$ cat src/rtl/wave_pattern_gen.sv
// Tick-driven waveform sample generator with an IDLE/RUN/DONE burst FSM.
// Define WAVE_TRIANGLE_EN to build triangle mode; otherwise wave_sel 01 plays a sawtooth.
module wave_pattern_gen #(
    parameter int DATA_W  = 8,
    parameter int BURST_W = 16
) (
    input  logic               clk_freq1,
    input  logic               rst_key1,
    input  logic               freq_2,
    input  logic               enable,
    input  logic [1:0]         wave_sel,
    input  logic [DATA_W-1:0]  step,
    input  logic [BURST_W-1:0] burst_len,
    output logic [DATA_W-1:0]  sample,
    output logic               sample_valid,
    output logic               busy,
    output logic               done
);
    localparam logic [DATA_W-1:0] MAX_VAL = '1;

    typedef enum logic [1:0] {ST_IDLE, ST_RUN, ST_DONE} state_t;

    state_t             state_reg, state_next;
    logic               freq_2_q, enable_q;
    logic               tick, start;
    logic               load, emit;
    logic [1:0]         mode_reg, mode_load;
    logic [DATA_W-1:0]  step_reg, acc_reg, sample_reg, wave_sample;
    logic [DATA_W-1:0]  square_bits;
    logic [BURST_W-1:0] burst_reg, cnt_reg, cnt_inc;
    logic               valid_reg;

    assign tick    = freq_2 & ~freq_2_q;
    assign start   = enable & ~enable_q;
    assign cnt_inc = cnt_reg + BURST_W'(1);

    generate
        for (genvar gi = 0; gi < DATA_W; gi++) begin : g_square
            assign square_bits[gi] = acc_reg[DATA_W-1];
        end
    endgenerate

`ifdef WAVE_TRIANGLE_EN
    logic [DATA_W-1:0] tri_reg, tri_next;
    logic              dir_reg, dir_next;   // 0 = rising, 1 = falling

    assign mode_load = wave_sel;

    always_comb begin
        tri_next = tri_reg;
        dir_next = dir_reg;
        if (!dir_reg) begin
            if (tri_reg > MAX_VAL - step_reg) begin
                tri_next = MAX_VAL;
                dir_next = 1'b1;
            end else begin
                tri_next = tri_reg + step_reg;
            end
        end else begin
            if (tri_reg < step_reg) begin
                tri_next = '0;
                dir_next = 1'b0;
            end else begin
                tri_next = tri_reg - step_reg;
            end
        end
    end

    always_ff @(posedge clk_freq1 or posedge rst_key1) begin
        if (rst_key1) begin
            tri_reg <= '0;
            dir_reg <= 1'b0;
        end else if (load) begin
            tri_reg <= '0;
            dir_reg <= 1'b0;
        end else if (emit) begin
            tri_reg <= tri_next;
            dir_reg <= dir_next;
        end
    end
`else
    // Without the triangle datapath, mode 01 is folded onto the sawtooth at latch time.
    assign mode_load = (wave_sel == 2'b01) ? 2'b00 : wave_sel;
`endif

    always_comb begin
        case (mode_reg)
            2'b10:   wave_sample = square_bits;
            2'b11:   wave_sample = ~acc_reg;
`ifdef WAVE_TRIANGLE_EN
            2'b01:   wave_sample = tri_reg;
`endif
            default: wave_sample = acc_reg;
        endcase
    end

    // Abort (enable low) wins over a tick arriving in the same cycle.
    always_comb begin
        state_next = state_reg;
        load       = 1'b0;
        emit       = 1'b0;
        case (state_reg)
            ST_IDLE: begin
                if (start) begin
                    load       = 1'b1;
                    state_next = ST_RUN;
                end
            end
            ST_RUN: begin
                if (!enable) begin
                    state_next = ST_IDLE;
                end else if (tick) begin
                    emit = 1'b1;
                    if ((burst_reg != '0) && (cnt_inc == burst_reg))
                        state_next = ST_DONE;
                end
            end
            ST_DONE: state_next = ST_IDLE;
            default: state_next = ST_IDLE;
        endcase
    end

    always_ff @(posedge clk_freq1 or posedge rst_key1) begin
        if (rst_key1) begin
            state_reg  <= ST_IDLE;
            freq_2_q   <= 1'b0;
            enable_q   <= 1'b0;
            mode_reg   <= 2'b00;
            step_reg   <= '0;
            burst_reg  <= '0;
            acc_reg    <= '0;
            cnt_reg    <= '0;
            sample_reg <= '0;
            valid_reg  <= 1'b0;
        end else begin
            state_reg <= state_next;
            freq_2_q  <= freq_2;
            enable_q  <= enable;
            valid_reg <= emit;
            if (load) begin
                mode_reg  <= mode_load;
                step_reg  <= (step == '0) ? DATA_W'(1) : step;
                burst_reg <= burst_len;
                acc_reg   <= '0;
                cnt_reg   <= '0;
            end else if (emit) begin
                sample_reg <= wave_sample;
                acc_reg    <= acc_reg + step_reg;
                cnt_reg    <= cnt_inc;
            end
        end
    end

    assign sample       = sample_reg;
    assign sample_valid = valid_reg;
    assign busy         = (state_reg == ST_RUN);
    assign done         = (state_reg == ST_DONE);
endmodule
$ cat config.mk
export PLATFORM = sky130hd
export DESIGN_NAME = wave_pattern_gen
export DESIGN_NICKNAME = d
export VERILOG_FILES = /design/src/rtl/wave_pattern_gen.sv
export SDC_FILE = /design/constraint.sdc
export NUM_CORES = 1
export LEC_CHECK = 0
export ABC_AREA = 1
export CAP_MARGIN = 20
export CORE_ASPECT_RATIO = 1.5
export CORE_MARGIN = 2
export CORE_UTILIZATION = 58
export CTS_BUF_LIST = sky130_fd_sc_hd__clkbuf_8
export DETAILED_ROUTE_END_ITERATION = 8
export GPL_TIMING_DRIVEN = 0
export HOLD_SLACK_MARGIN = 0.12
export MAX_ROUTING_LAYER = met4
export PLACE_DENSITY_LB_ADDON = 0.1
export SYNTH_ARGS = -nofsm -noshare
export SYNTH_HDL_FRONTEND = slang
export SYNTH_SLANG_ARGS = --single-unit
$ cat constraint.sdc
create_clock -name clk_freq1 -period 2.1 [get_ports clk_freq1]
set_input_delay 0.315 -clock clk_freq1 [delete_from_list [all_inputs] [get_ports clk_freq1]]
set_output_delay 0.315 -clock clk_freq1 [all_outputs]
set_load 0.02 [all_outputs]
After elaboration in Yosys (flattened, before gate mapping)
Index checks and enable logic that the tools add are counted.

Add/sub/neg operators: 2. Eq/ne operators: 9. Mux-type cells: 17. Bitwise logic cells: 6. Reductions and logical operators: 7.

Operators with widths (number): $mux W16 (2); $mux W8 (3); $add A16 B1 Y16 const B (1); $eq A16 B16 Y1 (1); $pmux W8 S2 (1); $reduce_bool A16 Y1 (1); $mux W2 (5); $add A8 B8 Y8 (1); $logic_not A8 Y1 (1); $not A8 Y8 (1); $eq A2 B2 Y1 const B (3); $ne A3 B2 Y1 const B (2); $mux W1 (5); $eq A2 B1 Y1 const B (2); $pmux W2 S2 (1); $not A1 Y1 (3); $reduce_and A3 Y1 (1); $and A1 B1 Y1 (2); $logic_not A2 Y1 (1); $ne A2 B2 Y1 const B (1); $reduce_and A2 Y1 (1); $reduce_bool A2 Y1 (1); $logic_and A1 B1 Y1 (1).

Register bits: 63. Bits of input ports: 30. Output and inout bits: 11.

Logic depth before layout (Yosys ltp)
Gate-level depths: netlist of the first run.

Depth after elaboration: 7. Depth in mapped cells: 15. Gate-level depth less buffers: 14.

Worst setup path before layout of the first run
OpenSTA, ideal clock, no wires.

Kind: reg2reg. From: register state_reg[1]. To: register acc_reg[6]. Setup time: 0.140 ns. Arrival: 1.588 ns. Data required time: 1.960 ns. Path slack: 0.373 ns. Stages on the path, launching flop included: 10. Path buffers: 1. Cell sequence: dfrtp_1 > nor2_1 > nand2_1 > inv_1 > nand2_2 > inv_2 > nor2_1 > inv_1 > buf_2 > o22ai_1.

Cells in the longest elaborated chain, start to end: 3. Elaborated cells on any way between the ends: 6. Those cells by class: eq/ne: 1; mux: 3; reduce/logical: 2.

Ends and longest elaborated chain: start: declaration (line 23) `state_t state_reg, state_next;`; start signal: assignment (line 136) `state_reg <= state_next;`; $eq A2 B1 Y1; net busy (line 16) `output logic busy,`; $mux W1 (line 102) `case (state_reg)`; $reduce_bool A2 Y1 (no line); end signal: assignment (line 148) `acc_reg <= acc_reg + step_reg;`; end: declaration (line 28) `logic [DATA_W-1:0] step_reg, acc_reg, sample_reg, wave_sample;`.

The timed path passes the listed nets, and every way through them passes these cells. A chain may end at the register's enable or synchronous reset.

Final worst setup path of the first run
From: register cnt_reg[1]. To: register state_reg[0].

Cells in the longest elaborated chain, start to end: 5.

Ends and longest elaborated chain: start: declaration (line 30) `logic [BURST_W-1:0] burst_reg, cnt_reg, cnt_inc;`; start signal: assignment (line 149) `cnt_reg <= cnt_inc;`; $add A16 B1 Y16 (line 35) `assign cnt_inc = cnt_reg + BURST_W'(1);`; $eq A16 B16 Y1 (line 114) `if ((burst_reg != '0) && (cnt_inc == burst_reg))`; $logic_and A1 B1 Y1 (line 114); $ne A3 B2 Y1 (no line); $reduce_and A3 Y1 (no line).

No other way between the ends.

==> flow_metrics.py, run 1 <==
metrics = {
    "yosys": {
        "yosys_warnings": 0,
        "syn-num-nets": 505,
        "synthCells": 466,
        "avgSynthCellArea_um2": 7.48,
        "yosys.cell_types.count": 30,
        "synth-edff-count": 0,
        "syn_area_um2": 3480,
        "async_flop_share_pct": 100,
        "synth-seq-cells": 63,
        "seq_area_frac_synth_pct": 45.2,
        "synth_top_flop_cell": "dfrtp_1",
    },
    "placement": {
        "hpwlAfterDp_um": 6790,
        "portBuffers": 40,
        "dp_cells": 579,
        "dpl-instance-area_um2": 4000,
        "gp_congestion": 0.914,
        "place_ws_ns": -0.403,
    },
    "clock_tree": {
        "cts_hold_buffers": 0,
        "cts_tree": "built",
        "cts_buffers": 9,
        "path_clk_slew_ns": 0.07,
        "clock_latency_ns": 0.35,
        "clock_sinks": 63,
        "clockRootBuffer": "clkbuf_8",
        "cts_buffer_depth": 2,
        "htreeDepth": 3,
    },
    "cells_and_area": {
        "diodes": 0,
        "stdcell_count": 598,
        "mostFrequentLayoutCell": "nand2_1",
        "layout.nets": 560,
        "fin_util_pct": 73.8,
        "final_layout_size_suffix_gt1_share_pct": 8.94,
        "layout_common_cells": "148 x nand2_1, 62 x dfrtp_1, 55 x inv_1, 40 x nand3_1, 40 x clkdlybuf4s50_1",
        "syn_to_final_growth_pct": 22.5,
        "fin_area_um2": 4270,
    },
    "pwr": {
        "leakage_uw": 0.00200,
        "power.internal_uw": 2500,
        "ir_drop_v": 0.000640,
        "switchingPower_uw": 1150,
        "power_per_cell_area_nw_per_um2": 856,
        "p_seq_share_pct": 41.8,
        "total_power_uw": 3660,
        "clkPwrFrac_pct": 33.8,
        "switching_share_pct": 31.6,
        "pwr-share-comb_pct": 24.4,
    },
    "critical_path": {
        "worstPathArrival_ns": 2.26,
        "critPathCaptureType": "flip-flop",
        "crit_family": "simple AND/OR/NAND/NOR gates",
        "crit_fanout": 6,
        "slowest_stage": "dfrtp_2",
        "start_kind": "flip-flop",
        "path_cells": "ha_2, nand2_2, nor2_4, nand2_1, nand2_1, nand2_1, nand2_1, nand2_1, nor2_1, nand3_1, nor2_1, nand2_1, nand2_1, nand2_1",
        "crit_buf_inv": 0,
        "cpMostUsedCell": "nand2_1",
        "cp_data_required_time_ns": 2.32,
        "crit_type": "reg -> reg",
        "cpPeakStageDelay_ns": 0.40,
    },
    "global_routing": {
        "antenna_found_initial": 0,
        "overflow": 0,
        "grt_start_max_net_pins": 42,
        "grt_usage_pct": 32.9,
        "grt_pass1_vias": 3377,
        "grt_pass1_wl_um": 15800,
    },
    "sta": {
        "maxSlewHeadroom_pct": 55.3,
        "fin_skew_ns": 0.00810,
        "hold_violations": 0,
        "period_minus_slack_ns": 2.04,
        "fmax_ghz": 0.491,
        "finalSetupViolCount": 0,
        "timing.final.crit_share_pct": 97.1,
        "slew_violations": 0,
        "setup_ws_ns": 0.0619,
        "tightest_slew_ns": 0.671,
    },
    "route": {
        "drt-total-wl_um": 9550,
        "vias": 3414,
        "drc_errors": 0,
        "drtAntennaViolNets": 0,
        "viasPerCell": 5.71,
        "drt-pass1-iter-count": 5,
        "post_drt_wl_per_cell_um": 16.0,
        "first_iter_violations": 260,
    },
    "die": {
        "die_area_um2": 6660,
        "start_util_pct": 60.2,
        "die_h_um": 98.9,
        "io_pins": 41,
        "die_x_um": 67.3,
        "coreArea_um2": 5790,
        "core.rowCount": 34,
    },
    "run_status": {
        "status": "completed",
    },
    "run": {
        "maxCapViolCount": 0,
    },
    "worst_hold_path": {
        "hold_path.class": "in -> async",
    },
}
-- area by class of cell --
type                    instances  area [µm²]
plain buffers                  11        50.0
clock buffers                  11         151
clock inverters                 5        80.1
fillers                       457        1520
inverters                      59         221
multi-input cells             333        1660
flip-flops and latches         63        1580
well taps                      72        90.1
repair buffers                 44         443
-- power by group through the flow --
stage          Combinational (µW)  Clock [µW]  Sequential, µW
3_5_place_dp                  867           0            1540
3_3_place_gp                  840           0            1540
6_report                      893        1240            1530
2_1_floorplan                 478           0            1580
4_1_cts                       881        1240            1520
5_1_grt                      1010        1300            1550
-- path summary, 6_finish.rpt --
path	from	endpoint	slack [ns]	cells after the start
max	cnt_reg[1]	state_reg[0]	0.06	14
min in group clk_freq1	freq_2	freq_2_q	0.44	1
max in group asynchronous	rst_key1	cnt_reg[1]	1.18	3
min	rst_key1	sample[0]	0.32	2
min reg2reg	step_reg[5]	step_reg[5]	0.49	2
max reg2reg	cnt_reg[1]	state_reg[0]	0.06	14
-- timing repair --
action	in CTS	in global routing
setup endpoints to repair	3	3
buffers inserted	0	3
pin swaps	0	1
resized for setup	1	6
-- worst reg2reg max path, stage by stage (launching register included) --
cell	delay (ns)
dfrtp_2	0.40
ha_2	0.21
nand2_2	0.09
nor2_4	0.22
nand2_1	0.10
nand2_1	0.09
nand2_1	0.06
nand2_1	0.05
nand2_1	0.06
nor2_1	0.19
nand3_1	0.11
nor2_1	0.09
nand2_1	0.11
nand2_1	0.07
nand2_1	0.04
-- per-layer routing --
layer,vias up,share of wire [%],track usage [%]
met1,1629,39,37.3
met5,-,0,-
met2,120,52,54.1
li1,1630,-,-
met4,0,4.5,17.3
met3,35,4.5,5.71
-- through the flow --
stage               setup TNS (ns)  hold slack (ns)
detailed placement          -14.21            0.473
global placement            -69.31            0.464
global route               -0.0136            0.360
floorplan                        0            0.346
finish                           0            0.316
CTS                              0            0.325
-- cells in the mapped netlist, types with 2 or more instances --
cell type | number | area [µm²]
ha_1 | 8 | 100
nand3b_1 | 2 | 15.0
nand4_1 | 8 | 50.1
a21oi_1 | 8 | 40.0
dfrtp_1 | 63 | 1580
a31oi_1 | 6 | 37.5
o21ai_0 | 31 | 155
o21ai_1 | 8 | 40.0
inv_2 | 3 | 11.3
inv_1 | 56 | 210
o22ai_1 | 13 | 81.3
xor2_1 | 4 | 35.0
buf_2 | 5 | 25.0
clkbuf_1 | 6 | 22.5
nor2_1 | 34 | 128
nand2_2 | 4 | 25.0
xnor2_1 | 2 | 17.5
nor2_2 | 3 | 18.8
nor2_4 | 4 | 45.0
nand2_1 | 148 | 556
nand3_1 | 40 | 200
nor4_1 | 2 | 12.5
-- logic make-up after synthesis --
| group | synth area share, % |
|---|---|
| compound gates | 11.1 |
| xor+xnor | 1.51 |
| fa+ha+maj | 3.45 |
| buf+inv | 7.72 |
| flops | 45.2 |
| simple gates | 31.0 |
No activity file was read; power rests on OpenSTA's default activity.
==> run 2, diff against run 1 <==
--- a/config.mk
+++ b/config.mk
@@ -16,6 +16,7 @@
 export HOLD_SLACK_MARGIN = 0.12
 export MAX_ROUTING_LAYER = met4
 export PLACE_DENSITY_LB_ADDON = 0.1
+export SLEW_MARGIN = 15
 export SYNTH_ARGS = -nofsm -noshare
 export SYNTH_HDL_FRONTEND = slang
 export SYNTH_SLANG_ARGS = --single-unit
==> constraint.sdc (replaced) <==
create_clock -name clk_freq1 -period 2 [get_ports clk_freq1]
set_input_delay 0.6 -clock clk_freq1 [delete_from_list [all_inputs] [get_ports clk_freq1]]
set_output_delay 0.6 -clock clk_freq1 [all_outputs]
set_load 0.02 [all_outputs]
==> flow_metrics.py, run 2 (synthesis gave the netlist of run 1 again) <==
metrics = {
    "die": {
        "io_pins": 41,
        "die_area_um2": 6660,
        "core.rowCount": 34,
        "coreArea_um2": 5790,
        "die_x_um": 67.3,
        "start_util_pct": 60.2,
        "die_h_um": 98.9,
    },
    "clock_tree": {
        "clock_latency_ns": 0.35,
        "clock_sinks": 63,
        "cts_tree": "built",
        "path_clk_slew_ns": 0.07,
        "clockRootBuffer": "clkbuf_8",
        "cts_buffers": 9,
        "cts_buffer_depth": 2,
        "cts_hold_buffers": 0,
        "htreeDepth": 3,
    },
    "sta": {
        "grt_setup_unrepaired": "true",
        "period_minus_slack_ns": 1.97,
        "fmax_ghz": 0.508,
        "tightest_slew_ns": 0.701,
        "maxSlewHeadroom_pct": 53.2,
        "timing.final.crit_share_pct": 98.4,
        "slew_violations": 0,
        "setup_ws_ns": 0.0330,
        "fin_skew_ns": 0.00599,
        "finalSetupViolCount": 0,
        "hold_violations": 0,
    },
    "critical_path": {
        "crit_family": "buffers and inverters",
        "r2r_end": "state_reg[0]",
        "crit_fanout": 2,
        "crit_type": "reg -> out",
        "cpPeakStageDelay_ns": 0.63,
        "reg2reg_slack_ns": 0.11,
        "cp_data_required_time_ns": 1.40,
        "ff2ff_path_depth": 14,
        "crit_buf_inv": 1,
        "path_cells": "clkdlybuf4s50_1",
        "r2r_start": "cnt_reg[0]",
        "worstPathArrival_ns": 1.37,
        "start_kind": "flip-flop",
        "slowest_stage": "clkdlybuf4s50_1",
        "critPathCaptureType": "output pin",
    },
    "global_routing": {
        "antenna_found_initial": 0,
        "grt_pass1_vias": 3394,
        "grt_start_max_net_pins": 35,
        "grt_pass1_wl_um": 15400,
        "overflow": 0,
        "grt_usage_pct": 32.3,
    },
    "pwr": {
        "power_per_cell_area_nw_per_um2": 816,
        "leakage_uw": 0.00206,
        "ir_drop_v": 0.000615,
    },
    "placement": {
        "hpwlAfterDp_um": 6840,
        "place_ws_ns": -0.773,
        "gp_congestion": 0.895,
        "portBuffers": 40,
    },
    "cells_and_area": {
        "layout.nets": 567,
        "fin_util_pct": 74.9,
        "syn_to_final_growth_pct": 24.3,
        "layout_common_cells": "145 x nand2_1, 62 x dfrtp_1, 56 x inv_1, 39 x nand3_1, 37 x clkdlybuf4s50_1",
        "mostFrequentLayoutCell": "nand2_1",
        "diodes": 0,
        "final_layout_size_suffix_gt1_share_pct": 11.7,
    },
    "route": {
        "drt-total-wl_um": 9510,
        "drt-pass1-iter-count": 5,
        "viasPerCell": 5.55,
        "drtAntennaViolNets": 0,
        "drc_errors": 0,
        "first_iter_violations": 305,
        "vias": 3347,
        "post_drt_wl_per_cell_um": 15.8,
    },
    "worst_hold_path": {
        "hold_path.class": "in -> reg",
        "min-delay-start": "freq_2",
        "hold_end": "freq_2_q",
        "hold_path_depth": 1,
    },
    "run": {
        "maxCapViolCount": 0,
    },
    "run_status": {
        "status": "completed",
    },
}
[run 2: cell type report]
| cell class | instances | area [µm²] |
|---|---|---|
| inverters | 59 | 228 |
| clock inverters | 3 | 12.5 |
| repair buffers | 51 | 499 |
| fillers | 471 | 1450 |
| clock buffers | 11 | 151 |
| multi-input cells | 333 | 1710 |
| plain buffers | 11 | 66.3 |
| flip-flops and latches | 63 | 1580 |
| well taps | 72 | 90.1 |
[run 2: repair_timing]
item / 4_1_cts / 5_1_grt
buffers inserted: 2 / 8
resized for setup: 8 / 30
endpoints found under the hold margin: 0 / 0
setup endpoints to repair: 54 / 38
pin swaps: 1 / 17
[run 2: metal layers]
layer | share of wire (%) | track usage [%]
met5 | 0 | -
met4 | 4.6 | 16.8
met3 | 4.5 | 5.48
met2 | 53 | 54.9
met1 | 38 | 35.2
[run 2: worst max-delay path by stage]
| stage | cells past startpoint | start | slack (ns) | to |
|---|---|---|---|---|
| after CTS | 14 | cnt_reg[1] | 0.001 | state_reg[0] |
| after floorplan | 9 | state_reg[1] | 0.27 | acc_reg[6] |
| after global routing | 14 | cnt_reg[0] | -0.09 | state_reg[0] |
| after detailed placement | 7 | enable | -0.77 | acc_reg[6] |
| after global placement | 7 | enable | -0.76 | acc_reg[6] |
| final | 1 | sample[7] | 0.03 | sample[7] |
[run 2: power by group]
| group | internal (µW) | switching (µW) | leakage [µW] | total, µW |
|---|---|---|---|---|
| logic | 412 | 542 | 0.00115 | 954 |
| registers | 1470 | 144 | 0.000812 | 1610 |
| clock network | 492 | 479 | 0.0000937 | 971 |
| total | 2370 | 1160 | 0.00206 | 3530 |
[run 2: stage by stage]
step | TNS [ns] | total power [µW] | instances | hold slack (ns) | cell area, µm²
floorplan | 0 | 2160 | 466 | 0.448 | 3490
global placement | -40.54 | 2500 | 578 | 0.463 | 3980
detailed placement | -35.57 | 2530 | 579 | 0.468 | 4000
CTS | 0 | 3500 | 595 | 0.484 | 4200
global route | -0.154 | 3730 | 603 | 0.415 | 4330
finish | 0 | 3530 | 603 | 0.413 | 4330
==> run 3, diff against run 2 <==
--- a/config.mk
+++ b/config.mk
@@ -9,9 +9,10 @@
 export CAP_MARGIN = 20
 export CORE_ASPECT_RATIO = 1.5
 export CORE_MARGIN = 2
-export CORE_UTILIZATION = 58
+export CORE_UTILIZATION = 66
 export CTS_BUF_LIST = sky130_fd_sc_hd__clkbuf_8
 export DETAILED_ROUTE_END_ITERATION = 8
+export DONT_BUFFER_PORTS = 1
 export GPL_TIMING_DRIVEN = 0
 export HOLD_SLACK_MARGIN = 0.12
 export MAX_ROUTING_LAYER = met4
==> flow_metrics.py, run 3 (synthesis gave the netlist of run 1 again) <==
metrics = {
    "run_status": {
        "status": "completed",
    },
    "cells_and_area": {
        "layout.nets": 525,
        "diodes": 0,
        "final_layout_size_suffix_gt1_share_pct": 11.2,
        "fin_area_um2": 3940,
        "layout_common_cells": "146 x nand2_1, 62 x dfrtp_1, 56 x inv_1, 40 x nand3_1",
        "fin_util_pct": 76.9,
        "n_fill_cell": 391,
        "mostFrequentLayoutCell": "nand2_1",
        "syn_to_final_growth_pct": 13.1,
    },
    "die": {
        "io_pins": 41,
        "die_x_um": 63.3,
        "core.rowCount": 32,
        "coreArea_um2": 5120,
        "start_util_pct": 68.0,
        "die_h_um": 93.0,
        "die_area_um2": 5890,
    },
    "placement": {
        "dpl-instance-area_um2": 3620,
        "hpwlAfterDp_um": 6610,
        "portBuffers": 0,
        "gp_congestion": 0.965,
    },
    "critical_path": {
        "worstPathArrival_ns": 2.17,
        "cpMostUsedCell": "nand2_1",
        "r2r_end": "state_reg[0]",
        "critPathCaptureType": "flip-flop",
        "crit_fanout": 5,
        "reg2reg_slack_ns": 0.06,
        "path_cells": "ha_4, nand2_2, nor2_4, nand2_2, nand2_2, nand2_1, nand2_1, nand2_1, nor2_2, nand3_1, nor2_1, nand2_1, nand2_1, nand2_1",
        "r2r_start": "cnt_reg[1]",
        "cp_data_required_time_ns": 2.23,
        "ff2ff_path_depth": 14,
        "start_kind": "flip-flop",
        "crit_type": "reg -> reg",
        "cpPeakStageDelay_ns": 0.43,
        "slowest_stage": "dfrtp_2",
    },
    "clock_tree": {
        "path_clk_slew_ns": 0.07,
        "cts_buffer_depth": 2,
        "cts_buffers": 9,
        "cts_tree": "built",
        "clock_latency_ns": 0.36,
        "clockRootBuffer": "clkbuf_8",
        "cts_hold_buffers": 0,
        "clock_sinks": 63,
        "htreeDepth": 3,
    },
    "sta": {
        "period_minus_slack_ns": 1.94,
        "maxSlewHeadroom_pct": 56.5,
        "tightest_slew_ns": 0.652,
        "hold_violations": 0,
        "timing.final.crit_share_pct": 97.0,
        "grt_setup_unrepaired": "true",
        "finalSetupViolCount": 0,
        "fin_skew_ns": 0.00813,
        "fmax_ghz": 0.515,
        "slew_violations": 0,
    },
    "pwr": {
        "p_seq_share_pct": 47.2,
        "ir_drop_v": 0.000831,
        "switchingPower_uw": 1190,
        "clkPwrFrac_pct": 33.0,
        "pwr-share-comb_pct": 19.9,
        "power.internal_uw": 2400,
        "power_per_cell_area_nw_per_um2": 912,
        "switching_share_pct": 33.1,
        "leakage_uw": 0.00188,
    },
    "route": {
        "drt-total-wl_um": 9420,
        "drt-pass1-iter-count": 5,
        "post_drt_wl_per_cell_um": 16.9,
        "drtAntennaViolNets": 0,
        "viasPerCell": 5.84,
        "drc_errors": 0,
        "first_iter_violations": 275,
        "vias": 3267,
    },
    "global_routing": {
        "overflow": 0,
        "grt_pass1_vias": 3118,
        "grt_util_met2_pct": 60.0,
        "grt_start_max_net_pins": 28,
        "grt_busiest_layer": "met2",
        "grt_pass1_wl_um": 14600,
        "use_met3_pct": 6.02,
        "grt_usage_pct": 33.9,
        "met1_usage_pct": 36.7,
        "antenna_found_initial": 0,
    },
    "worst_hold_path": {
        "hold_path.class": "in -> async",
    },
    "run": {
        "maxCapViolCount": 0,
    },
}
run 3: worst max path at each step:
| stage | from | end | slack, ns | depth (start not counted) |
|---|---|---|---|---|
| final | cnt_reg[1] | state_reg[0] | 0.06 | 14 |
| after global routing | cnt_reg[0] | state_reg[0] | -0.03 | 14 |
| after CTS | cnt_reg[1] | state_reg[0] | 0.005 | 14 |
| after detailed placement | enable | acc_reg[6] | -0.23 | 6 |
| after global placement | enable | acc_reg[6] | -0.20 | 6 |
| after floorplan | state_reg[1] | acc_reg[6] | 0.27 | 9 |
run 3: per-layer routing:
layer	share of wire, %	wire (µm)
met1	38	3550
met2	54	5060
met3	5.3	496
met4	3.4	318
met5	0	0
run 3: through the flow:
stage / hold WS (ns) / instances / total power, µW / TNS, ns / worst slack (ns)
2_1_floorplan: 0.448 / 466 / 2160 / 0 / 0.273
3_3_place_gp: 0.467 / 534 / 2320 / -5.12 / -0.198
3_5_place_dp: 0.465 / 536 / 2360 / -6.33 / -0.234
4_1_cts: 0.127 / 553 / 3530 / 0 / 0.00506
5_1_grt: 0.141 / 559 / 3750 / -0.0388 / -0.0339
6_report: 0.112 / 559 / 3590 / 0 / 0.0593
run 3: area by class of cell:
cell class	instances	area [µm²]	share of cell area, %
Timing Repair Buffer	9	104	2.64
Tap cell	68	85.1	2.16
Inverter	59	225	5.72
Clock buffer	12	165	4.19
Buffer	11	58.8	1.49
Sequential cell	63	1580	40.0
Multi-Input combinational cell	333	1680	42.6
Clock inverter	4	43.8	1.11
run 3: timing repair:
action / in CTS / in global routing
pin swaps: 1 / 5
endpoints found under the setup margin: 26 / 17
setup buffers: 1 / 6
gates resized for setup: 5 / 13
run 3: power by group through the flow:
stage	logic, µW	clock network (µW)	registers [µW]
3_3_place_gp	616	0	1700
3_5_place_dp	657	0	1710
4_1_cts	671	1170	1690
5_1_grt	804	1230	1710
2_1_floorplan	502	0	1660
6_report	713	1180	1700
run 3: worst max-delay path, delay by kind of cell (launching register included):
kind | cells | cell delay, ns
fa+ha+maj | 1 | 0.16
simple gates | 13 | 1.21
flops | 1 | 0.43
